`src/rtl/cobi_scan_pkg.sv`:
```
// ---------------------------------------------------------------------------
// cobi_scan_pkg
// Shared types and width helpers for the COBI scanout reader.
//   scanState_e   : readout sequencer states
//   divCntWidth() : width of the strobe divider counter for a given CLK_DIV
//   bitCntWidth() : width of a counter that must reach N inclusive
//   chainWidth()  : bits captured per chain (chips * bits per chip)
// ---------------------------------------------------------------------------
package cobi_scan_pkg;

   typedef enum logic [2:0] {
      IDLE    = 3'd0,
      SAMP_HI = 3'd1,
      SAMP_LO = 3'd2,
      SH_LO   = 3'd3,
      SH_HI   = 3'd4,
      DONE    = 3'd5
   } scanState_e;

   // A divide-by-one divider still needs a one-bit register to stay legal
   function automatic int divCntWidth(input int clkDiv);
      return (clkDiv > 1) ? $clog2(clkDiv) : 1;
   endfunction

   function automatic int bitCntWidth(input int n);
      return $clog2(n + 1);
   endfunction

   function automatic int chainWidth(input int chips, input int bitsPerChip);
      return chips * bitsPerChip;
   endfunction

endpackage

```
`src/rtl/cobi_scan_shreg.sv`:
```
// ---------------------------------------------------------------------------
// cobi_scan_shreg
// One per chain: W-bit left-shifting capture register fed by the chain's
// serial DOUT. The first bit shifted in ends up at the MSB.
// Optional macro COBI_SCANOUT_PARITY_EN adds a running XOR of captured bits.
//   clk_i      : system clock
//   rstn_i     : synchronous active-low reset
//   shiftEn_i  : capture strobe (one per scanout clock rising edge)
//   serial_i   : chain serial data
//   word_o     : captured word
//   clear_i    : (parity build) clears the parity accumulator
//   parity_o   : (parity build) XOR of all bits captured since clear
// ---------------------------------------------------------------------------
module cobi_scan_shreg #(
   parameter int W = 64
) (
   input  logic         clk_i,
   input  logic         rstn_i,
   input  logic         shiftEn_i,
   input  logic         serial_i,
   output logic [W-1:0] word_o
`ifdef COBI_SCANOUT_PARITY_EN
   ,
   input  logic         clear_i,
   output logic         parity_o
`endif
);

   logic [W-1:0] word_q;

   // Shift left on each capture strobe; contents are held otherwise so the
   // last readout stays visible until the next one overwrites it.
   always_ff @(posedge clk_i) begin
      if (!rstn_i) begin
         word_q <= '0;
      end else if (shiftEn_i) begin
         word_q <= {word_q[W-2:0], serial_i};
      end
   end

   assign word_o = word_q;

`ifdef COBI_SCANOUT_PARITY_EN
   logic parity_q;

   // Running parity of the captured stream, restarted with each readout
   always_ff @(posedge clk_i) begin
      if (!rstn_i) begin
         parity_q <= 1'b0;
      end else if (clear_i) begin
         parity_q <= 1'b0;
      end else if (shiftEn_i) begin
         parity_q <= parity_q ^ serial_i;
      end
   end

   assign parity_o = parity_q;
`endif

endmodule

```
`src/rtl/cobi_scanout_reader.sv`:
```
// ---------------------------------------------------------------------------
// cobi_scanout_reader
// Reads spin states out of the COBI chip network after an anneal: one
// sample-clock pulse, then N = NUM_CHIPS_PER_CHAIN*BITS_PER_CHIP scanout
// clock pulses, capturing each chain's DOUT into a parallel word that is
// offered on a valid/ready interface. Strobe half-periods are CLK_DIV cycles.
// Optional macro COBI_SCANOUT_PARITY_EN adds o_PARITY (per-chain XOR).
//   i_CLK, i_RSTN      : clock, synchronous active-low reset
//   i_START            : readout request (IDLE, or DONE with handshake)
//   o_BUSY             : high whenever not IDLE
//   o_SAMPLE_CLK       : network sample clock
//   o_SCANOUT_CLK      : network scanout clock
//   o_ALL_ROW_HI       : scan fill value, tied low
//   i_SCANOUT_DOUT64   : serial data, one bit per chain
//   o_DATA             : chain c at [W*(c+1)-1 : W*c]
//   o_VALID / i_READY  : output handshake
//   o_PARITY           : (parity build) per-chain parity of captured bits
// ---------------------------------------------------------------------------
module cobi_scanout_reader
   import cobi_scan_pkg::*;
#(
   parameter int NUM_CHAINS          = 4,
   parameter int NUM_CHIPS_PER_CHAIN = 1,
   parameter int BITS_PER_CHIP       = 64,
   parameter int CLK_DIV             = 2
) (
   input  logic                                                 i_CLK,
   input  logic                                                 i_RSTN,
   input  logic                                                 i_START,
   output logic                                                 o_BUSY,
   output logic                                                 o_SAMPLE_CLK,
   output logic                                                 o_SCANOUT_CLK,
   output logic                                                 o_ALL_ROW_HI,
   input  logic [NUM_CHAINS-1:0]                                i_SCANOUT_DOUT64,
   output logic [NUM_CHAINS*NUM_CHIPS_PER_CHAIN*BITS_PER_CHIP-1:0] o_DATA,
   output logic                                                 o_VALID,
   input  logic                                                 i_READY
`ifdef COBI_SCANOUT_PARITY_EN
   ,
   output logic [NUM_CHAINS-1:0]                                o_PARITY
`endif
);

   localparam int W     = chainWidth(NUM_CHIPS_PER_CHAIN, BITS_PER_CHIP);
   localparam int N     = W;
   localparam int DIV_W = divCntWidth(CLK_DIV);
   localparam int BIT_W = bitCntWidth(N);

   scanState_e       state_q, state_d;
   logic [DIV_W-1:0] divCnt_q, divCnt_d;
   logic [BIT_W-1:0] bitCnt_q, bitCnt_d;
   logic             sampleClk_q, scanClk_q, busy_q, valid_q;
   logic             divDone;
   logic             shiftEn;
   logic             handshake;

   assign divDone   = (divCnt_q == DIV_W'(CLK_DIV - 1));
   // The strobe outputs lag the state by one cycle, so the first SH_HI cycle
   // is exactly the edge on which o_SCANOUT_CLK goes 0->1.
   assign shiftEn   = (state_q == SH_HI) && !scanClk_q;
   // A transfer only counts once o_VALID is actually visible to the consumer
   assign handshake = valid_q && i_READY;

   // Next-state logic: sequencing, divider and saturating bit counter
   always_comb begin
      state_d  = state_q;
      bitCnt_d = bitCnt_q;

      if (shiftEn && (bitCnt_q != BIT_W'(N))) begin
         bitCnt_d = bitCnt_q + 1'b1;
      end

      case (state_q)
         IDLE: begin
            if (i_START) begin
               state_d  = SAMP_HI;
               bitCnt_d = '0;
            end
         end
         SAMP_HI: if (divDone) state_d = SAMP_LO;
         SAMP_LO: if (divDone) state_d = SH_LO;
         SH_LO:   if (divDone) state_d = SH_HI;
         SH_HI: begin
            // bitCnt_d already includes a capture happening this cycle
            if (divDone) state_d = (bitCnt_d < BIT_W'(N)) ? SH_LO : DONE;
         end
         DONE: begin
            if (handshake) begin
               if (i_START) begin
                  state_d  = SAMP_HI;
                  bitCnt_d = '0;
               end else begin
                  state_d = IDLE;
               end
            end
         end
         default: state_d = IDLE;
      endcase

      // Divider restarts on every state change and idles outside timed states
      if ((state_d != state_q) || (state_q == IDLE) || (state_q == DONE)) begin
         divCnt_d = '0;
      end else begin
         divCnt_d = divCnt_q + 1'b1;
      end
   end

   // State, counters and registered network/handshake outputs
   always_ff @(posedge i_CLK) begin
      if (!i_RSTN) begin
         state_q     <= IDLE;
         divCnt_q    <= '0;
         bitCnt_q    <= '0;
         sampleClk_q <= 1'b0;
         scanClk_q   <= 1'b0;
         busy_q      <= 1'b0;
         valid_q     <= 1'b0;
      end else begin
         state_q     <= state_d;
         divCnt_q    <= divCnt_d;
         bitCnt_q    <= bitCnt_d;
         sampleClk_q <= (state_q == SAMP_HI);
         scanClk_q   <= (state_q == SH_HI);
         busy_q      <= (state_d != IDLE);
         valid_q     <= (state_q == DONE) && !handshake;
      end
   end

`ifdef COBI_SCANOUT_PARITY_EN
   logic parityClear;
   assign parityClear = (state_d == SAMP_HI) && (state_q != SAMP_HI);
`endif

   // One capture register per chain
   for (genvar c = 0; c < NUM_CHAINS; c++) begin : g_chain
      cobi_scan_shreg #(
         .W(W)
      ) u_shreg (
         .clk_i     (i_CLK),
         .rstn_i    (i_RSTN),
         .shiftEn_i (shiftEn),
         .serial_i  (i_SCANOUT_DOUT64[c]),
         .word_o    (o_DATA[W*c +: W])
`ifdef COBI_SCANOUT_PARITY_EN
         ,
         .clear_i   (parityClear),
         .parity_o  (o_PARITY[c])
`endif
      );
   end

   assign o_BUSY        = busy_q;
   assign o_SAMPLE_CLK  = sampleClk_q;
   assign o_SCANOUT_CLK = scanClk_q;
   assign o_VALID       = valid_q;
   assign o_ALL_ROW_HI  = 1'b0;

endmodule
```
`config.mk`:
```
export PLATFORM = sky130hd
export DESIGN_NAME = cobi_scanout_reader
export DESIGN_NICKNAME = d
export VERILOG_FILES = /design/src/rtl/cobi_scan_pkg.sv /design/src/rtl/cobi_scan_shreg.sv /design/src/rtl/cobi_scanout_reader.sv
export SDC_FILE = /design/constraint.sdc
export NUM_CORES = 1
export LEC_CHECK = 0
export ABC_AREA = 1
export CORE_ASPECT_RATIO = 0.6
export CORE_MARGIN = 5
export CORE_UTILIZATION = 43
export DETAILED_ROUTE_END_ITERATION = 8
export PLACE_DENSITY = 0.76
export SLEW_MARGIN = 5
export SYNTH_ARGS = -nofsm -noshare
export SYNTH_HDL_FRONTEND = slang
export SYNTH_SLANG_ARGS = --single-unit
export TNS_END_PERCENT = 1
```
`constraint.sdc`:
```
create_clock -name i_CLK -period 1.64 [get_ports i_CLK]
set_clock_uncertainty 0.15 [all_clocks]
set_input_delay 0.328 -clock i_CLK [delete_from_list [all_inputs] [get_ports i_CLK]]
set_output_delay 0.328 -clock i_CLK [all_outputs]
set_load 0.03 [all_outputs]
```
==> results of run 1 <==
[cells by family after synthesis]
logic type / Yosys count
and+or+nand+nor: 579
DFF: 271
AOI/OAI and AO/OA: 264
buffers and inverters: 107
adders and majority gates: 2
xor gates and xnor gates: 1
other: 1
[flip-flops by register name, summed over array words and instances (netlist names)]
name	cells
o_BUSY	1
o_SCANOUT_CLK	1
g_chain.u_shreg.word_o	256
o_SAMPLE_CLK	1
divCnt_q	1
state_q	3
bitCnt_q	7
o_VALID	1
[routing by layer]
layer  up-vias  routed length [um]
met5         -                   0
met4         0                 788
met3        62                2080
met2       257               11900
met1      4121               12600
li1       4428                   -
[cell type report]
class	count	share of cell area
multi-input combinational	847	0.294
inverter	21	0.00743
timing repair buffer	324	0.177
sequential	271	0.430
tap	286	0.0283
clock buffer	35	0.0572
clock inverter	9	0.00594
[worst reg2reg max path: cells and delay by family, from the launching register on]
family / cells / cell delay (ns)
flip-flops: 1 / 0.37
AND/OR/NAND/NOR: 11 / 0.87
adder cells (fa/ha/maj): 1 / 0.14
[power groups by stage]
stage | sequential (uW) | clock (uW) | combinational, uW
after floorplan | 6760 | 0 | 146
final | 6600 | 5660 | 287
after CTS | 6600 | 5790 | 271
after detailed placement | 6750 | 0 | 272
after global routing | 6600 | 6100 | 310
after global placement | 6750 | 0 | 269
[worst paths after layout]
kind	slack, ns	depth (start not counted)	start	end
min reg2reg	0.32	2	g_chain[3].u_shreg.word_o[41]	g_chain[3].u_shreg.word_o[42]
max	0.01	12	bitCnt_q[0]	o_BUSY
max reg2reg	0.01	12	bitCnt_q[0]	o_BUSY
min	0.23	3	i_SCANOUT_DOUT64[3]	g_chain[3].u_shreg.word_o[0]
[Yosys cell counts]
cell type  instances  area, um2
dfxtp_1          271       5430
a211oi_1           2       15.0
nor2_4             3       33.8
a21oi_1          258       1290
o211ai_1           1       7.51
nand3b_4           1       20.0
clkbuf_1          34        128
xor2_1             1       8.76
o21ai_1            1       5.00
inv_1             19       71.3
buf_4             12       90.1
a21boi_0           1       7.51
a31oi_1            1       6.26
nor2_1            14       52.6
nor3_1             4       20.0
nand3_2            1       10.0
nand3_1            9       45.0
nand2_1          546       2050
nand4_1            1       6.26
buf_2             40        200
ha_1               2       25.0
conb_1             1       3.75
inv_2              2       7.51
[timing repair]
action / in CTS / in global routing
pin swaps: 1 / 9
endpoints found under the hold margin: 0 / 0
endpoints found under the setup margin: 265 / 244
resized for setup: 1188 / 106
setup buffers: 0 / 3
[through the flow]
step	area (um2)	TNS, ns	power (uW)	worst slack (ns)	hold WS (ns)
3_3_place_gp	12800	-14.36	7020	-0.0908	0.305
2_1_floorplan	9530	0	6910	0.0907	0.289
6_report	12600	0	12600	0.0128	0.230
3_5_place_dp	12800	-19.25	7020	-0.123	0.308
5_1_grt	12600	-1.28	13000	-0.124	0.228
4_1_cts	12600	-0.603	12700	-0.0854	0.212
==> flow_summary_export.csv, run 1 <==
group,metric,value,unit
logic_synthesis,synth_compound_area_frac,0.140,
clock_network,path_clk_slew,0.06,ns
worst_setup_path,arrival,1.86,ns
worst_setup_path,critical_path.cell_chain,"ha_4, nand2_2, nor2_4, nand3_1, nand2_1, nand2_2, nand2_2, nand2_2, nand2_2, nand2_2, nand2_2, nand3_1",
logic_synthesis,ys_types,23,
layout,fin_util,0.577,
global_route,grt.busiest_layer,"met2",
die,die_area,25300,um2
logic_synthesis,synth_area,9530,um2
worst_setup_path,crit_required,1.88,ns
logic_synthesis,synth_top_family_by_area,"simple AND/OR/NAND/NOR gates",
timing,grt_setup_unrepaired,"true",
logic_synthesis,ys_seq_area_frac,0.569,
timing,period_share,0.992,
timing,final-hold-violation-count,0,
layout,mostFrequentLayoutCells,"nand2_1 (537), dfxtp_1 (263), a21oi_1 (251), buf_2 (221), buf_4 (53)",
logic_synthesis,synth_area_per_cell,7.78,um2
layout,fillers,2048,
global_route,use_met2,0.303,
clock_network,hold_buffers,0,
timing,fmax,615,MHz
layout,fin_cells,1793,
logic_synthesis,yosys.area_share.simple,0.235,
run_status,status,"complete, no violations",
placement,place.gp.congestion,0.834,
worst_setup_path,path_class,"flip-flop to flip-flop",
flow_run,max_cap_viol_count,0,
drt,drc,0,
global_route,grt_first_pass_wirelength,43700,um
pwr,seqPwrFrac,0.526,
drt,first_iter_violations,539,
worst_setup_path,cp.buffers_inverters,0,
worst_setup_path,path_delay_family,"simple AND/OR/NAND/NOR gates",
clock_network,clk_latency,0.51,ns
clock_network,cts_buffer_depth,3,
worst_setup_path,cp_slowest_stage_delay,0.37,ns
global_route,antenna_found_initial,0,
worst_setup_path,cp_max_fo,3,
pwr,power_density,993,nW/um2
drt,routed_wl,27300,um
layout,nets,1500,
logic_synthesis,synth_mux_area_frac,0,
worst_setup_path,crit_path_frequent_cell,"nand2_2",
die,initial_utilization,0.435,
layout,layout_commonest_cell,"nand2_1",
layout,seq_area,5440,um2
min_path,hold_path_class,"input pin to flip-flop",
clock_network,cts_tree,"yes",
global_route,grt-ovfl-total,0,
logic_synthesis,synth_xor_area_frac,0.000919,
global_route,track_usage,0.202,
placement,dp_hpwl,18400,um
pwr,p_comb_frac,0.023,
pwr,clock_power_share,0.451,
worst_setup_path,cpMaxStageDelayCell,"dfxtp_4",
global_route,use_met3,0.0647,
global_route,grt_pass1_vias,8122,
die,fp-row-count,42,
logic_synthesis,yosysWarnings,0,
pwr,switching_power,2640,uW
drt,vias,8868,
drt,wl_per_cell,15.2,um
clock_network,root_buffer,"clkbuf_16",
die,fp.dieH,125,um
pwr,p_sw_frac,0.210,
die,die_w,202,um
clock_network,h-tree-depth,1,
global_route,grt_max_degree,101,
die,core_area,21900,um2
timing,finalSetupViolCount,0,
logic_synthesis,ys_ff_latch,271,
pwr,leakagePower,0.00514,uW
logic_synthesis,synth_nets,1235,
logic_synthesis,synthCells,1225,
placement,dpl.cell_count,1746,
layout,drive_above_1_share,0.265,
layout,area_growth,32.6,%
placement,io_buffers,267,
drt,ant_nets,0,
pwr,peakVddDrop,714,uV
timing,finalCriticalPeriod,1.63,ns
worst_setup_path,cp-end-kind,"flip-flop",
layout,multi_input_area,3710,um2
clock_network,cts_made_buffers,25,
pwr,p_int,9910,uW
logic_synthesis,synth_adder_area_share,0.00263,
worst_setup_path,critPathLaunchType,"flip-flop",
global_route,use_met1,0.283,
drt,vias_per_cell,4.95,
drt,firstDrtPassIters,5,
layout,diodes,0,
timing,drv_slew,0,
die,ioPinCount,269,
clock_network,cts.sinks,271,
Power figures use the tool's default switching activity.
==> inputs of run 2 (changes only) <==
- ABC_CLOCK_PERIOD_IN_PS: unset -> 1640
==> results of run 2 <==
The final DEF is identical to that of run 1; final timing and power are the same.
==> inputs of run 3 (changes only) <==
- ABC_CLOCK_PERIOD_IN_PS: 1640 -> 2020
- CELL_PAD_IN_SITES_DETAIL_PLACEMENT: unset -> 1
- CELL_PAD_IN_SITES_GLOBAL_PLACEMENT: unset -> 1
- CORE_UTILIZATION: 43 -> 37
- PLACE_DENSITY: 0.76 -> unset
- PLACE_DENSITY_LB_ADDON: unset -> 0.1
- clock period: 1.64 -> 2.02 ns (I/O delays scaled with it)
==> flow_summary_export.csv, run 3 (same netlist as run 1, synthesis figures left out) <==
group,metric,value,unit
timing,final-hold-violation-count,0,
pwr,seqPwrFrac,0.505,
drt,ant_nets,0,
worst_setup_path,r2r_slack,0.16,ns
pwr,power_density,808,nW/um2
clock_network,cts.sinks,271,
die,initial_utilization,0.376,
min_path,min_from,"i_SCANOUT_DOUT64[0]",
drt,vias_per_cell,4.84,
drt,drc,0,
clock_network,h-tree-depth,1,
worst_setup_path,critical_path.cell_chain,"dlygate4sd2_1",
layout,largest_reg_flops,256,
timing,drv_slew,0,
layout,mostFrequentLayoutCells,"nand2_1 (546), dfxtp_1 (271), dlygate4sd2_1 (260), a21oi_1 (258), clkbuf_16 (27)",
worst_setup_path,cp_slowest_stage_delay,0.44,ns
min_path,whs_path_depth,3,
worst_setup_path,worst_r2r_endpoint,"g_chain[1].u_shreg.word_o[49]",
pwr,peakVddDrop,514,uV
worst_setup_path,cp.buffers_inverters,1,
global_route,antenna_found_initial,0,
min_path,hold_end,"g_chain[0].u_shreg.word_o[0]",
layout,fin_util,0.519,
placement,io_buffers,267,
global_route,grt_first_pass_wirelength,47900,um
layout,diodes,0,
die,fp.dieH,134,um
drt,routed_wl,30000,um
clock_network,hold_buffers,0,
worst_setup_path,arrival,1.40,ns
clock_network,cts_buffer_depth,3,
worst_setup_path,cpMaxStageDelayCell,"dfxtp_1",
global_route,grt-ovfl-total,0,
pwr,leakagePower,0.00569,uW
clock_network,cts_tree,"yes",
timing,grt_setup_unrepaired,"false",
layout,drive_above_1_share,0.0481,
placement,dp_hpwl,20400,um
pwr,p_comb_frac,0.021,
clock_network,path_clk_slew,0.06,ns
placement,place.gp.congestion,0.764,
pwr,switching_power,2200,uW
timing,finalSetupViolCount,0,
clock_network,cts_setup_buffers,0,
drt,first_iter_violations,478,
global_route,grt_max_degree,95,
drt,firstDrtPassIters,4,
clock_network,clk_latency,0.53,ns
global_route,track_usage,0.197,
flow_run,max_cap_viol_count,0,
pwr,clock_power_share,0.475,
drt,wl_per_cell,16.6,um
layout,area_growth,38.0,%
pwr,p_int,8420,uW
worst_setup_path,worstRegToRegCells,6,
worst_setup_path,path_class,"flip-flop to primary output",
timing,period_share,0.968,
global_route,grt_pass1_vias,8738,
timing,finalCriticalPeriod,1.96,ns
drt,vias,8739,
timing,tns,0,ns
worst_setup_path,path_delay_family,"flip-flops",
clock_network,cts_made_buffers,26,
die,die_area,29200,um2
die,fp-row-count,45,
die,core_area,25300,um2
timing,fmax,511,MHz
clock_network,root_buffer,"clkbuf_16",
layout,layout_commonest_cell,"nand2_1",
pwr,p_sw_frac,0.207,
worst_setup_path,rr_startpoint,"state_q[0]",
worst_setup_path,cp_max_fo,3,
worst_setup_path,critPathLaunchType,"flip-flop",
die,die_w,217,um
die,ioPinCount,269,
worst_setup_path,cp-end-kind,"primary output",
run_status,status,"complete, no violations",
worst_setup_path,crit_required,1.47,ns
min_path,hold_path_class,"input pin to flip-flop",
layout,nets,1468,
run 3: changes by cell type in the layout (fill, tap and decap cells not counted), sizes merged, moves of 2 or more:
cell,change
clkinv,-6
dlygate4sd2,+260
buf,-276
clkbuf,-8
clkinvlp,-2
run 3: through the flow:
| stage | total power, uW | std cells | setup slack [ns] | area [um2] | hold WS [ns] |
|---|---|---|---|---|---|
| floorplan | 5610 | 1225 | 0.471 | 9530 | 0.289 |
| global placement | 5710 | 1759 | 0.154 | 12600 | 0.308 |
| detailed placement | 5710 | 1759 | 0.133 | 12600 | 0.314 |
| CTS | 10800 | 1805 | 0.0400 | 13200 | 0.257 |
| global route | 11000 | 1805 | 0.0112 | 13200 | 0.280 |
| finish | 10600 | 1805 | 0.0641 | 13200 | 0.282 |
run 3: per-layer routing:
metal | share of wire | up-vias | GRT usage
met3 | 0.058 | 39 | 0.0596
met5 | 0 | - | 0
met1 | 0.46 | 4186 | 0.265
met2 | 0.46 | 144 | 0.319
met4 | 0.016 | 0 | 0.0337
li1 | - | 4370 | -
run 3: power by group through the flow:
stage | combinational [uW] | sequential [uW] | clock (uW)
3_3_place_gp | 223 | 5480 | 0
2_1_floorplan | 118 | 5490 | 0
5_1_grt | 242 | 5360 | 5390
4_1_cts | 222 | 5360 | 5170
3_5_place_dp | 224 | 5480 | 0
6_report | 220 | 5360 | 5040
run 3: timing repair:
| item | CTS | global route |
|---|---|---|
| cloned | 0 | 0 |
| setup endpoints to repair | 260 | 1 |
| resized for setup | 260 | 1 |
run 3: worst max-delay path by stage:
stage               cells after the start                     startpoint                            end
finish                                  1  g_chain[0].u_shreg.word_o[18]                     o_DATA[18]
global placement                        4                         i_RSTN   g_chain[0].u_shreg.word_o[5]
detailed placement                      4                         i_RSTN  g_chain[1].u_shreg.word_o[34]
global route                            1   g_chain[1].u_shreg.word_o[2]                     o_DATA[66]
CTS                                     1  g_chain[0].u_shreg.word_o[18]                     o_DATA[18]
floorplan                               5                  o_SCANOUT_CLK  g_chain[0].u_shreg.word_o[10]
run 3: cell type report:
type                       instances  area (um2)
clock buffer                      43         816
clock inverter                     3        68.8
fill                            3128       12200
inverter                          21        93.8
multi-input combinational        847        3610
sequential                       271        5430
tap                              329         412
timing repair buffer             291        2730
